[src/rtl/uart_transmitter_if.sv]
// Handshake and serial-line bundle for uart_transmitter.
// master drives the write side; slave is the transmitter.
interface uart_transmitter_if;
  logic       tx_en;
  logic       tx_sample_tick;
  logic       tx_wr;
  logic [7:0] tx_data;
  logic       txd;
  logic       tx_busy;
  logic       tx_done;

  modport master (
    output tx_en, tx_sample_tick, tx_wr, tx_data,
    input  txd, tx_busy, tx_done
  );

  modport slave (
    input  tx_en, tx_sample_tick, tx_wr, tx_data,
    output txd, tx_busy, tx_done
  );
endinterface

[src/rtl/uart_transmitter.sv]
// 8-bit UART transmitter, LSB first, SAMPLES_PER_BIT ticks per bit.
// Define UART_TX_PARITY_EN to add an even-parity bit (11-bit frame).
module uart_transmitter #(
  parameter int SAMPLES_PER_BIT = 16
) (
  input logic          clk,
  input logic          reset,
  uart_transmitter_if.slave bus
);

  localparam int CW = (SAMPLES_PER_BIT > 2) ? $clog2(SAMPLES_PER_BIT) : 1;
  localparam logic [CW-1:0] LAST_TICK = CW'(SAMPLES_PER_BIT - 1);

  typedef enum logic [2:0] {
    IDLE,
    START,
    DATA,
`ifdef UART_TX_PARITY_EN
    PARITY,
`endif
    STOP
  } state_t;

  state_t        state;
  logic [7:0]    shreg;
  logic [CW-1:0] tick_cnt;
  logic [2:0]    bit_idx;
  logic          bit_end;

  // The final tick of a bit both ends the bit and triggers the transition.
  assign bit_end = bus.tx_sample_tick && (tick_cnt == LAST_TICK);

  always_ff @(posedge clk or posedge reset) begin
    if (reset) begin
      state       <= IDLE;
      shreg       <= '0;
      tick_cnt    <= '0;
      bit_idx     <= '0;
      bus.txd     <= 1'b1;
      bus.tx_busy <= 1'b0;
      bus.tx_done <= 1'b0;
    end else if (!bus.tx_en) begin
      state       <= IDLE;
      shreg       <= '0;
      tick_cnt    <= '0;
      bit_idx     <= '0;
      bus.txd     <= 1'b1;
      bus.tx_busy <= 1'b0;
      bus.tx_done <= 1'b0;
    end else begin
      bus.tx_done <= 1'b0;
      if (state != IDLE && bus.tx_sample_tick && !bit_end)
        tick_cnt <= tick_cnt + CW'(1);
      case (state)
        IDLE: begin
          if (bus.tx_wr && !bus.tx_busy) begin
            shreg       <= bus.tx_data;
            state       <= START;
            tick_cnt    <= '0;
            bit_idx     <= '0;
            bus.txd     <= 1'b0;
            bus.tx_busy <= 1'b1;
          end
        end
        START: begin
          if (bit_end) begin
            state    <= DATA;
            tick_cnt <= '0;
            bus.txd  <= shreg[0];
          end
        end
        DATA: begin
          if (bit_end) begin
            tick_cnt <= '0;
            if (bit_idx == 3'd7) begin
              bit_idx <= '0;
`ifdef UART_TX_PARITY_EN
              state   <= PARITY;
              bus.txd <= ^shreg;
`else
              state   <= STOP;
              bus.txd <= 1'b1;
`endif
            end else begin
              bit_idx <= bit_idx + 3'd1;
              bus.txd <= shreg[bit_idx + 3'd1];
            end
          end
        end
`ifdef UART_TX_PARITY_EN
        PARITY: begin
          if (bit_end) begin
            state    <= STOP;
            tick_cnt <= '0;
            bus.txd  <= 1'b1;
          end
        end
`endif
        STOP: begin
          if (bit_end) begin
            state       <= IDLE;
            tick_cnt    <= '0;
            bus.txd     <= 1'b1;
            bus.tx_busy <= 1'b0;
            bus.tx_done <= 1'b1;
          end
        end
        default: state <= IDLE;
      endcase
    end
  end

endmodule

[src/flat_wrapper.sv]
// flat-port wrapper written by rule: the top's interface ports become plain ports
module uart_transmitter_flat 
#(
  parameter int SAMPLES_PER_BIT = 16
)
  (clk, reset, bus_tx_en, bus_tx_sample_tick, bus_tx_wr, bus_tx_data, bus_txd, bus_tx_busy, bus_tx_done);
  uart_transmitter_if bus_i ();
  input logic clk;
  input logic reset;
  input wire logic [$bits(bus_i.tx_en)-1:0] bus_tx_en;
  input wire logic [$bits(bus_i.tx_sample_tick)-1:0] bus_tx_sample_tick;
  input wire logic [$bits(bus_i.tx_wr)-1:0] bus_tx_wr;
  input wire logic [$bits(bus_i.tx_data)-1:0] bus_tx_data;
  output wire logic [$bits(bus_i.txd)-1:0] bus_txd;
  output wire logic [$bits(bus_i.tx_busy)-1:0] bus_tx_busy;
  output wire logic [$bits(bus_i.tx_done)-1:0] bus_tx_done;
  assign bus_i.tx_en = bus_tx_en;
  assign bus_i.tx_sample_tick = bus_tx_sample_tick;
  assign bus_i.tx_wr = bus_tx_wr;
  assign bus_i.tx_data = bus_tx_data;
  assign bus_txd = bus_i.txd;
  assign bus_tx_busy = bus_i.tx_busy;
  assign bus_tx_done = bus_i.tx_done;
  uart_transmitter #(.SAMPLES_PER_BIT(SAMPLES_PER_BIT)) u_core (.clk(clk), .reset(reset), .bus(bus_i));
endmodule
[config.mk]
export PLATFORM = sky130hd
export DESIGN_NAME = uart_transmitter_flat
export DESIGN_NICKNAME = d
export VERILOG_FILES = /design/src/rtl/uart_transmitter_if.sv /design/src/rtl/uart_transmitter.sv /design/src/flat_wrapper.sv
export SDC_FILE = /design/constraint.sdc
export NUM_CORES = 1
export LEC_CHECK = 0
export ABC_AREA = 1
export BUFFER_PORTS_ARGS = -buffer_cell sky130_fd_sc_hd__buf_2
export CORE_UTILIZATION = 50
export CTS_CLUSTER_DIAMETER = 80
export DETAILED_ROUTE_END_ITERATION = 10
export GPL_TIMING_DRIVEN = 0
export PLACE_DENSITY = 0.75
export SYNTH_ARGS = -nofsm -noshare
export SYNTH_HDL_FRONTEND = slang
export SYNTH_SLANG_ARGS = --single-unit
export TNS_END_PERCENT = 50
[constraint.sdc]
create_clock -name clk -period 2 [get_ports clk]
set_clock_uncertainty 0.1 [all_clocks]
set_input_delay 0.1 -clock clk [delete_from_list [all_inputs] [get_ports clk]]
set_output_delay 0.1 -clock clk [all_outputs]
set_load 0.02 [all_outputs]
== Word level (Yosys, flattened, before mapping) ==
Cells that the tools add are included.
Storage, ports and cells
  output and inout bits: 3
  logic and storage cells: 75
  register bits after elaboration: 21
  input port bits: 13
Cells by class
  mux-type cells: 36
  reductions and logical operators: 14
  $lt $le $gt $ge: 1
  add/subtract/negate cells: 2
  equal/unequal tests: 15
Operators by type and width (number)
  $mux W3: 10
  $mux W8: 3
  $mux W4: 4
  $ne A3 B2 Y1 const B: 5
  $mux W1: 13
  $pmux W3 S4: 1
  $reduce_and A5 Y1: 2
  $pmux W4 S2: 1
  $eq A3 B2 Y1 const B: 2
  $ne A3 B1 Y1 const B: 2
  $pmux W3 S2: 1
  $reduce_and A3 Y1: 2
  $ne A5 B1 Y1 const B: 1
  $add A4 B1 Y4 const B: 1
  $eq A4 B4 Y1 const B: 1
  $logic_and A1 B1 Y1: 4
  $lt A3 B4 Y1 const B: 1
  $ne A2 B1 Y1 const B: 2
  $pmux W1 S4: 1
  $add A3 B1 Y3 const B: 1
  $bmux W1 S3: 1
  $eq A3 B1 Y1 const B: 1
  $eq A3 B3 Y1 const B: 1
  $logic_not A3 Y1: 1
  other kinds (5): 6

== Depth between registers and ports, before layout ==
Gate-level depths: netlist of the first run.
  depth in word-level cells: 8
  depth in mapped cells: 10
  gate-level depth less buffers: 9

== Worst setup path before layout of the first run ==
No wires, ideal clock.
  path type: register to register
  start point: register u_core.state[0]
  end point: register u_core.bus.tx_busy
  period minus slack after synthesis: 1.653 ns
  buffers on the path: 1
  required time: 1.783 ns
  setup slack: 0.347 ns
  arrival: 1.436 ns
  cell stages (with the launch flop): 11
  setup time: 0.117 ns
  cell sequence: dfrtp_1 inv_1 ha_1 inv_2 nor2_8 nor2_4 buf_6 o21ai_1 o21ai_1 nand2_1 nand2_1
On the way
  cells in the longest elaborated chain, start to end: 3
  elaborated cells between the ends (all ways): 8
  those cells by class: 4 x eq/ne; 2 x mux; 2 x reduce/logical
Ends and longest elaborated chain
  start: declaration: RTL line uart_transmitter.sv:24  | state_t state;
  start signal: assignment: RTL line uart_transmitter.sv:35  | state <= IDLE;
  start signal: assignment: RTL line uart_transmitter.sv:43  | state <= IDLE;
  start signal: assignment: RTL line uart_transmitter.sv:58  | state <= START;
  $eq A3 B2 Y1 or $logic_not A3 Y1 (tied branches): RTL line uart_transmitter.sv:54  | case (state)
  $ne A3 B1 Y1 (no line), or another cell as far along
  $reduce_and A3 Y1 (no line) or $mux W1 (tied branches)
  end signal: assignment: RTL line uart_transmitter.sv:40  | bus.tx_busy <= 1'b0;
  end signal: assignment: RTL line uart_transmitter.sv:48  | bus.tx_busy <= 1'b0;
  end signal: assignment: RTL line uart_transmitter.sv:62  | bus.tx_busy <= 1'b1;
  end: declaration: RTL line uart_transmitter_if.sv:19  | output txd, tx_busy, tx_done
Parallel ways exist; a longest one is shown, timed or not.
A chain may end at the register's enable or synchronous reset.

== Final worst setup path of the first run ==
Ends and elaborated chain as after synthesis.

==> metrics.txt, run 1 <==
outcome finished, final reports clean; # fillers 191; layout cell share with drive strength beyond 1 0.171; Synth area leaders dfrtp_1, nand2_1, nand3_1; Clock Pin Slew Worst Setup and Hold Paths 0.11 ns; Final Hold Fails 0; RSZ-0062 raised after global routing no; Reg2Reg Launch Point u_core.state[0]; Final Wtd Congestion 0.907; core area 0.00219 sq mm; Leak 0.722 nW; clk buf depth 2; fin. max-slew vios 0; gr ovfl total 0; vias in the first global route 1114; Initial Util 0.530; Crit. End Element flop; Cell Area, Synth 0.00116 sq mm; I/O Buffers 15; # DRC 0; first-pass GRT wire length 4430 um; post-synthesis sequential area ratio 0.432; commonest non-fill, non-tap cells in the layout nand2_1, nand3_1, dfrtp_1, buf_2, inv_1; Final Cycle Share 0.896; Synth top area share 0.409; First DRT Iteration DRCs 19; Worst Path Required 2.12 ns; Sink Count 20; area of the multi-input gates 598 sq um; CP startpoint u_core.state[0]; via count 1057; Top Ports 16; synthesis-to-finish area growth 22.0%; syn_nets 167; Pre-antenna DRT Iters 4; Worst Hold Class in2reg; Total GRT Usage 0.237; Hold Crit Depth 3; Setup violations, final 0; FF-to-FF path depth 10; #FFs+latches synth 20; # nets final 196; die area 0.00252 sq mm; Die X 50.2 um; H-tree levels 1; min Tclk post-route 1.79 ns; initial antenna violation count 0; Die H 50.2 um; Rows 17; TNS Setup 0 ns; drt total wl 2500 um; Skew-Pair Late Insertion Delay 0.33 ns; Startpoint Class flop; ANT nets after route 0; Syn Area/Cell 7.90 sq um; wire length per cell 12.3 um; CTS tree yes; number of diodes 0; most common cell after layout, fill and taps aside nand2_1; HPWL after detailed placement 1710 um; largest net degree at the start of global routing 21; Max transition margin 0.492; maximum fanout along the worst path 10; synth warn 0; register area 502 sq um; leading area contributor after synthesis dfrtp_1; crit path kind reg2reg; f_max 558 MHz; MaxCap Viol Count 0; total CTS buffers 3; maximum vdd drop 595 uV; Worst-Margin Slew 0.761 ns; Layout Utilization 0.646; worst path arrival time 1.91 ns; Vias/cell 5.21; Synth cell types 23; Power Dens Cells 1040 mW/mm^2; Clock Tree Root clkbuf_4; Hold Crit Start bus_tx_en; synthesized instance count 147
worst paths after layout:
check | slack, ns | end
max in group asynchronous | 0.98 | u_core.bus.tx_done
worst max register to register | 0.21 | u_core.bus.tx_busy
worst min register to register | 0.39 | u_core.shreg[4]
worst min-delay path | 0.02 | u_core.bus.tx_done
min in group asynchronous | 0.33 | u_core.shreg[5]
worst max-delay path | 0.21 | u_core.bus.tx_busy
where the power goes:
part / internal (mW) / total, mW / switching [mW]
Sequential: 0.491 / 0.554 / 0.0632
Clock: 0.203 / 0.345 / 0.142
Combinational: 0.209 / 0.573 / 0.364
synthesized netlist by cell type:
cell	n
dfstp_2	1
a21oi_1	4
nor2_1	11
nor2_4	2
o21ai_0	6
dfrtp_1	19
o21ai_2	2
nand2_1	47
buf_6	1
clkbuf_1	1
nor2b_1	1
inv_1	12
nor2_2	2
nand3_1	19
nand3b_1	2
xor2_1	2
nor3b_1	1
nor2_8	1
ha_1	7
o21ai_1	3
nor3_1	1
nand4_1	1
inv_2	1
state kept, by name (all words and copies together), names as in the netlist:
register	flops
u_core.bus.tx_busy	1
u_core.bus.txd	1
u_core.state	2
u_core.bus.tx_done	1
u_core.shreg	8
u_core.tick_cnt	4
u_core.bit_idx	3
layer usage:
layer,GRT usage,part of all wire
met5,0,0
met4,0.138,0.026
met3,0.0273,0.046
met2,0.402,0.49
met1,0.288,0.43
logic make-up after synthesis:
kind of cell	share of synthesized area
adder cells (fa/ha/maj)	0.0754
flip-flops	0.432
XOR/XNOR	0.0151
buffers and inverters	0.0549
AND/OR/NAND/NOR	0.351
AO/OA/AOI/OAI	0.0711
per-stage QoR:
step                      total power [mW]  hold slack (ns)  std cells  worst slack [ns]  instance area, sq um
after global placement                1.09            0.160        190             0.163                  1270
after detailed placement              1.11            0.174        190             0.131                  1270
after global routing                  1.58           0.0351        203            0.0987                  1420
final                                 1.47           0.0225        203             0.209                  1420
after floorplan                      0.979          -0.0369        147             0.347                  1160
after CTS                             1.46           0.0218        203             0.116                  1410
final cells by class:
class                   count  share of cell area
clock buffers               3              0.0159
inverters                  13              0.0345
multi-input cells         112               0.422
flip-flops and latches     20               0.354
plain buffers               2              0.0106
clock inverters             1              0.0212
repair buffers             24               0.117
well taps                  28              0.0247
critical path, cell delays in order (launching register included):
cell and delay, ns:
dfrtp_1 0.43, inv_1 0.11, ha_2 0.28, inv_2 0.12, nor2_8 0.22, nor2_4 0.06, buf_6 0.14, o21ai_1 0.07
o21ai_1 0.08, nand2_1 0.06, nand2_1 0.04
what timing repair did:
item,CTS,global route
resized for setup,0,1
hold buffers,9,0
hold endpoints to repair,27,0
setup endpoints to repair,0,1
setup buffers,0,0
Power figures use the tool's default switching activity.
==> run 2: changes to the inputs <==
--- a/config.mk
+++ b/config.mk
@@ -7,11 +7,11 @@
 export LEC_CHECK = 0
 export ABC_AREA = 1
 export BUFFER_PORTS_ARGS = -buffer_cell sky130_fd_sc_hd__buf_2
-export CORE_UTILIZATION = 50
+export CORE_UTILIZATION = 33
 export CTS_CLUSTER_DIAMETER = 80
 export DETAILED_ROUTE_END_ITERATION = 10
 export GPL_TIMING_DRIVEN = 0
-export PLACE_DENSITY = 0.75
+export PLACE_DENSITY = 0.55
 export SYNTH_ARGS = -nofsm -noshare
 export SYNTH_HDL_FRONTEND = slang
 export SYNTH_SLANG_ARGS = --single-unit
==> metrics.txt, run 2 (synthesis gave the netlist of run 1 again) <==
outcome finished, final reports clean; Reg2Reg Launch Point u_core.state[0]; Die H 61.3 um (+22%); # DRC 0 (unchanged); Layout Cells excl Fill 221 (+8.9%); Skew-Pair Late Insertion Delay 0.30 ns (-0.03 ns); via count 1025 (-3.0%); largest net degree at the start of global routing 21 (unchanged); Worst Hold Class in2reg; Largest regs u_core.shreg (8), u_core.tick_cnt (4), u_core.bit_idx (3); Clock Pin Slew Worst Setup and Hold Paths 0.11 ns (about the same); most common cell after layout, fill and taps aside nand2_1; I/O Buffers 15 (unchanged); initial antenna violation count 0 (unchanged); min Tclk post-route 1.78 ns (-0.0120 ns); Top Ports 16 (unchanged); Worst Path Required 2.09 ns (-0.03 ns); Slowest-stage cell, CP dfrtp_1; max FFs per register 8 (unchanged); ANT nets after route 0 (unchanged); CP top delay family flip-flops; vias in the first global route 947 (-15%); Worst-Margin Slew 0.761 ns (-0.000209 ns); crit path kind reg2reg; Max transition margin 0.492 (about the same); Layout Utilization 0.423 (-0.223); commonest non-fill, non-tap cells in the layout nand2_1, nand3_1, dfrtp_1, buf_2, inv_1; Worst path depth 10 (unchanged); TNS Setup 0 ns (unchanged); RSZ-0062 raised after global routing no; die area 0.00376 sq mm (+49%); CP max stage delay 0.42 ns (about the same); HPWL after detailed placement 1850 um (+8.6%); MaxCap Viol Count 0 (unchanged); Power Dens Cells 955 mW/mm^2 (-8.1%); clk buf depth 2 (unchanged); maximum vdd drop 450 uV (-24%); CP startpoint u_core.state[0]; worst path arrival time 1.87 ns (-0.04 ns); wire length per cell 11.2 um (-8.6%); Pre-antenna DRT Iters 4 (unchanged); Final Cycle Share 0.890 (-0.00598); FF-to-FF path depth 10 (unchanged); synthesis-to-finish area growth 22.5%; core area 0.00336 sq mm (+54%); Vias/cell 4.64 (-11%); Final Wtd Congestion 0.826 (-8.9%); Startpoint Class flop; crit-path cells inv_1 > ha_2 > inv_2 > nor2_8 > nor2_4 > buf_6 > o21ai_1 > o21ai_1 > nand2_1 > nand2_1; Leak 0.715 nW (-0.96%); Sink Count 20 (unchanged); number of diodes 0 (unchanged); Total GRT Usage 0.149 (-0.0882); Final Hold Fails 0 (unchanged); Top reg by flops u_core.shreg; drt total wl 2490 um (-0.48%); total CTS buffers 3 (unchanged); fin. max-slew vios 0 (unchanged); layout cell share with drive strength beyond 1 0.171 (unchanged); CTS tree yes; CP Buf/Inv Count 3 (unchanged); R2R Path End u_core.bus.tx_busy; Worst Setup EP u_core.bus.tx_busy; setup bufs post-CTS 0 (unchanged); f_max 562 MHz (+0.67%); gr ovfl total 0 (unchanged); DP Cell Count 208 (+9.5%); Crit. End Element flop; Clock Tree Root clkbuf_4; Rows 21 (+4); # nets final 196 (unchanged); Die X 61.3 um (+22%); H-tree levels 1 (unchanged); First DRT Iteration DRCs 24 (+5); Setup violations, final 0 (unchanged); maximum fanout along the worst path 10 (unchanged); first-pass GRT wire length 4110 um (-7.2%); Initial Util 0.345 (-0.185); r2r setup slk 0.22 ns (about the same)
[run 2: cell types whose count changed in the layout (fill, tap and decap cells not counted), sizes merged]
cell | previous run | this run
bufinv | 1 | 0
clkbuf | 4 | 5
[run 2: worst reg2reg max path, delay by kind of cell, from the launching register on]
family / cells / cell delay, ns
AOI/OAI and AO/OA: 2 / 0.14
adders and majority gates: 1 / 0.29
buffers and inverters: 3 / 0.37
DFF: 1 / 0.42
and+or+nand+nor: 4 / 0.37
[run 2: final cells by class]
| type | instances | area [sq um] |
|---|---|---|
| Clock buffer | 4 | 36.3 |
| Timing Repair Buffer | 24 | 165 |
| Tap cell | 46 | 57.6 |
| Fill cell | 374 | 1940 |
| Multi-Input combinational cell | 112 | 598 |
| Sequential cell | 20 | 502 |
| Buffer | 2 | 15.0 |
| Inverter | 13 | 48.8 |
[run 2: worst min path at each step]
stage	slack [ns]	cells past startpoint	endpoint	start
global placement	0.17	2	u_core.shreg[6]	reset
global route	0.05	3	u_core.bus.tx_done	bus_tx_en
detailed placement	0.18	2	u_core.shreg[7]	reset
floorplan	-0.04	1	u_core.bit_idx[0]	reset
CTS	0.03	3	u_core.bus.tx_done	bus_tx_en
finish	0.04	3	u_core.bus.tx_done	bus_tx_en
[run 2: through the flow]
step	total power [mW]	instance area, sq um	worst slack (ns)	hold WS [ns]
final	1.36	1420	0.220	0.0429
after global routing	1.48	1420	0.0865	0.0472
after CTS	1.37	1420	0.0937	0.0312
after detailed placement	1.12	1290	0.118	0.182
after global placement	1.10	1290	0.155	0.169
after floorplan	0.979	1160	0.347	-0.0369
[run 2: layer usage]
layer | vias to the layer above | track usage | part of all wire
met2 | 12 | 0.236 | 0.48
met1 | 476 | 0.206 | 0.49
met4 | 0 | 0.0292 | 0.0068
met5 | - | 0 | 0
met3 | 2 | 0.0399 | 0.026
li1 | 535 | - | -
[run 2: report_power, final]
group | internal (mW) | switching (mW) | leakage (nW)
sequential | 0.491 | 0.0636 | 0.269
clock | 0.111 | 0.117 | 0.0210
combinational | 0.210 | 0.366 | 0.424
total | 0.812 | 0.546 | 0.715
[run 2: what timing repair did]
action                                  4_1_cts  5_1_grt
endpoints found under the hold margin        27        0
endpoints found under the setup margin        0        3
hold buffers                                  9        0
resized for setup                             0        1
==> run 3: changes to the inputs <==
--- a/config.mk
+++ b/config.mk
@@ -11,7 +11,7 @@
 export CTS_CLUSTER_DIAMETER = 80
 export DETAILED_ROUTE_END_ITERATION = 10
 export GPL_TIMING_DRIVEN = 0
-export PLACE_DENSITY = 0.55
+export PLACE_DENSITY = 0.57
 export SYNTH_ARGS = -nofsm -noshare
 export SYNTH_HDL_FRONTEND = slang
 export SYNTH_SLANG_ARGS = --single-unit
==> constraint.sdc (replaced) <==
create_clock -name clk -period 1.4 [get_ports clk]
set_clock_uncertainty 0.1 [all_clocks]
set_input_delay 0.07 -clock clk [delete_from_list [all_inputs] [get_ports clk]]
set_output_delay 0.07 -clock clk [all_outputs]
set_load 0.02 [all_outputs]
==> metrics.txt, run 3 (synthesis gave the netlist of run 1 again) <==
outcome finished with violations; failing checks negative setup slack; number of diodes 0 (unchanged); Total GRT Usage 0.157 (+0.00801); DP Cell Count 208 (unchanged); ANT nets after route 0 (unchanged); f_max 640 MHz (+14%); Initial Util 0.345 (unchanged); drt total wl 2570 um (+3.3%); combinational power share 0.497 (+0.073); Worst-Margin Slew 0.762 ns (+0.00138 ns); Skew-Pair Late Insertion Delay 0.31 ns (about the same); # nets final 208 (+6.1%); Reg2Reg Launch Point u_core.tick_cnt[1]; Top Ports 16 (unchanged); I/O Buffers 15 (unchanged); Sink Count 20 (unchanged); worst path arrival time 1.71 ns (-0.16 ns); Vias/cell 4.65 (+0.22%); crit path kind reg2reg; Sw Share 0.407 (+0.00471); most common cell after layout, fill and taps aside nand2_1; die area 0.00376 sq mm (unchanged); core area 0.00336 sq mm (unchanged); Layout Utilization 0.488 (+0.0655); via count 1083 (+5.7%); gr ovfl total 0 (unchanged); DP Worst Slack -0.220 ns (-0.338 ns); layout cell share with drive strength beyond 1 0.369 (+0.198); vias in the first global route 1055 (+11%); Pre-antenna DRT Iters 4 (unchanged); Layout Cells excl Fill 233 (+5.4%); clk buf depth 2 (unchanged); Clk pwr share 0.153 (-0.015); Hold Crit Start bus_tx_sample_tick; Top reg by flops u_core.shreg; Final Cycle Share 1.12 (+0.227); Largest regs u_core.shreg (8), u_core.tick_cnt (4), u_core.bit_idx (3); CP startpoint u_core.tick_cnt[1]; # DRC 0 (unchanged); hold slack 0.0369 ns (-0.00603 ns); maximum vdd drop 527 uV (+17%); Setup violations, final 17 (+17); Power Dens Cells 1380 mW/mm^2 (+44%); Worst Hold Class in2reg; Leak 0.800 nW (+12%); Final Hold Fails 0 (unchanged); H-tree levels 1 (unchanged); placed standard-cell area 0.00131 sq mm (+1.4%); synthesis-to-finish area growth 41.5%; MaxCap Viol Count 0 (unchanged); initial antenna violation count 0 (unchanged); Final Wtd Congestion 0.857 (+3.8%); HPWL after detailed placement 1770 um (-4.8%); commonest non-fill, non-tap cells in the layout nand2_1, nand3_1, dfrtp_1, buf_2; Die H 61.3 um (unchanged); largest net degree at the start of global routing 21 (unchanged); Clock Tree Root clkbuf_4; total CTS buffers 3 (unchanged); Final WS setup -0.164 ns (-0.384 ns); RSZ-0062 raised after global routing yes; min Tclk post-route 1.56 ns (-0.216 ns); design area 0.00164 sq mm (+15%); max FFs per register 8 (unchanged); CTS tree yes; Max transition margin 0.491 (-0.000923); Die X 61.3 um (unchanged); First DRT Iteration DRCs 19 (-21%); Startpoint Class flop; Seq pwr share 0.351 (-0.057); first-pass GRT wire length 4360 um (+6.0%); Worst Path Required 1.55 ns (-0.54 ns); Clock Pin Slew Worst Setup and Hold Paths 0.12 ns (about the same); Cell Int Power 1.34 mW (+65%); maximum fanout along the worst path 4 (-6); Crit. End Element flop; wire length per cell 11.0 um (-2.0%); Rows 21 (unchanged); fin. max-slew vios 0 (unchanged); sw power 920 uW (+68%)
==> run 3: cell count changes in the layout (fill, tap and decap cells not counted), moves of 3 or more <==
cell,delta
inv_1,-3
nand2_1,-12
o21ai_2,+3
ha_1,-6
o21ai_0,-5
nand2_2,+10
buf_4,+10
ha_2,+4
==> run 3: final cells by class <==
cell class / instances / area, sq um
buffer: 2 / 15.0
clock buffer: 4 / 36.3
fill: 355 / 1720
inverter: 13 / 53.8
multi-input combinational: 112 / 707
sequential: 20 / 503
tap: 46 / 57.6
timing repair buffer: 36 / 270
==> run 3: worst max-delay path: stages, from the launching register on <==
cell	delay, ns
dfrtp_1	0.38
ha_2	0.19
nand2_2	0.07
nor2_4	0.15
nor2_1	0.05
nor2_1	0.14
nand2_1	0.11
nor2_4	0.15
nand3_2	0.08
o21ai_2	0.07
==> run 3: stage by stage <==
step,TNS [ns],power (mW)
3_5_place_dp,-2.36,1.64
6_report,-1.38,2.26
2_1_floorplan,-0.187,1.45
5_1_grt,-2.99,2.42
3_3_place_gp,-1.90,1.62
4_1_cts,-1.24,2.18
==> run 3: worst paths after layout <==
path	end	slack, ns	cells past startpoint
setup reg to reg	u_core.state[1]	-0.16	9
hold / removal	u_core.tick_cnt[1]	0.04	5
hold reg to reg	u_core.shreg[4]	0.39	2
max in group asynchronous	u_core.bit_idx[0]	0.35	3
setup / recovery	u_core.state[1]	-0.16	9
min in group asynchronous	u_core.tick_cnt[1]	0.33	3
==> run 3: what timing repair did <==
action | in CTS | in global routing
setup buffers | 7 | 4
endpoints found under the hold margin | 28 | 0
hold buffers | 10 | 0
pin swaps | 8 | 6
endpoints found under the setup margin | 19 | 19
resized for setup | 18 | 16
==> run 3: layer usage <==
metal / track usage / part of all wire / vias up
met1: 0.183 / 0.43 / 508
met4: 0.0584 / 0.0066 / 0
met5: 0 / 0 / -
li1: - / - / 557
met3: 0.0189 / 0.021 / 2
met2: 0.292 / 0.54 / 16
==> run 3: power by group through the flow <==
stage / Sequential (mW) / Combinational (mW) / Clock, mW
floorplan: 0.820 / 0.626 / 0
global placement: 0.802 / 0.820 / 0
detailed placement: 0.810 / 0.832 / 0
CTS: 0.785 / 1.04 / 0.353
global route: 0.811 / 1.23 / 0.378
finish: 0.792 / 1.12 / 0.346
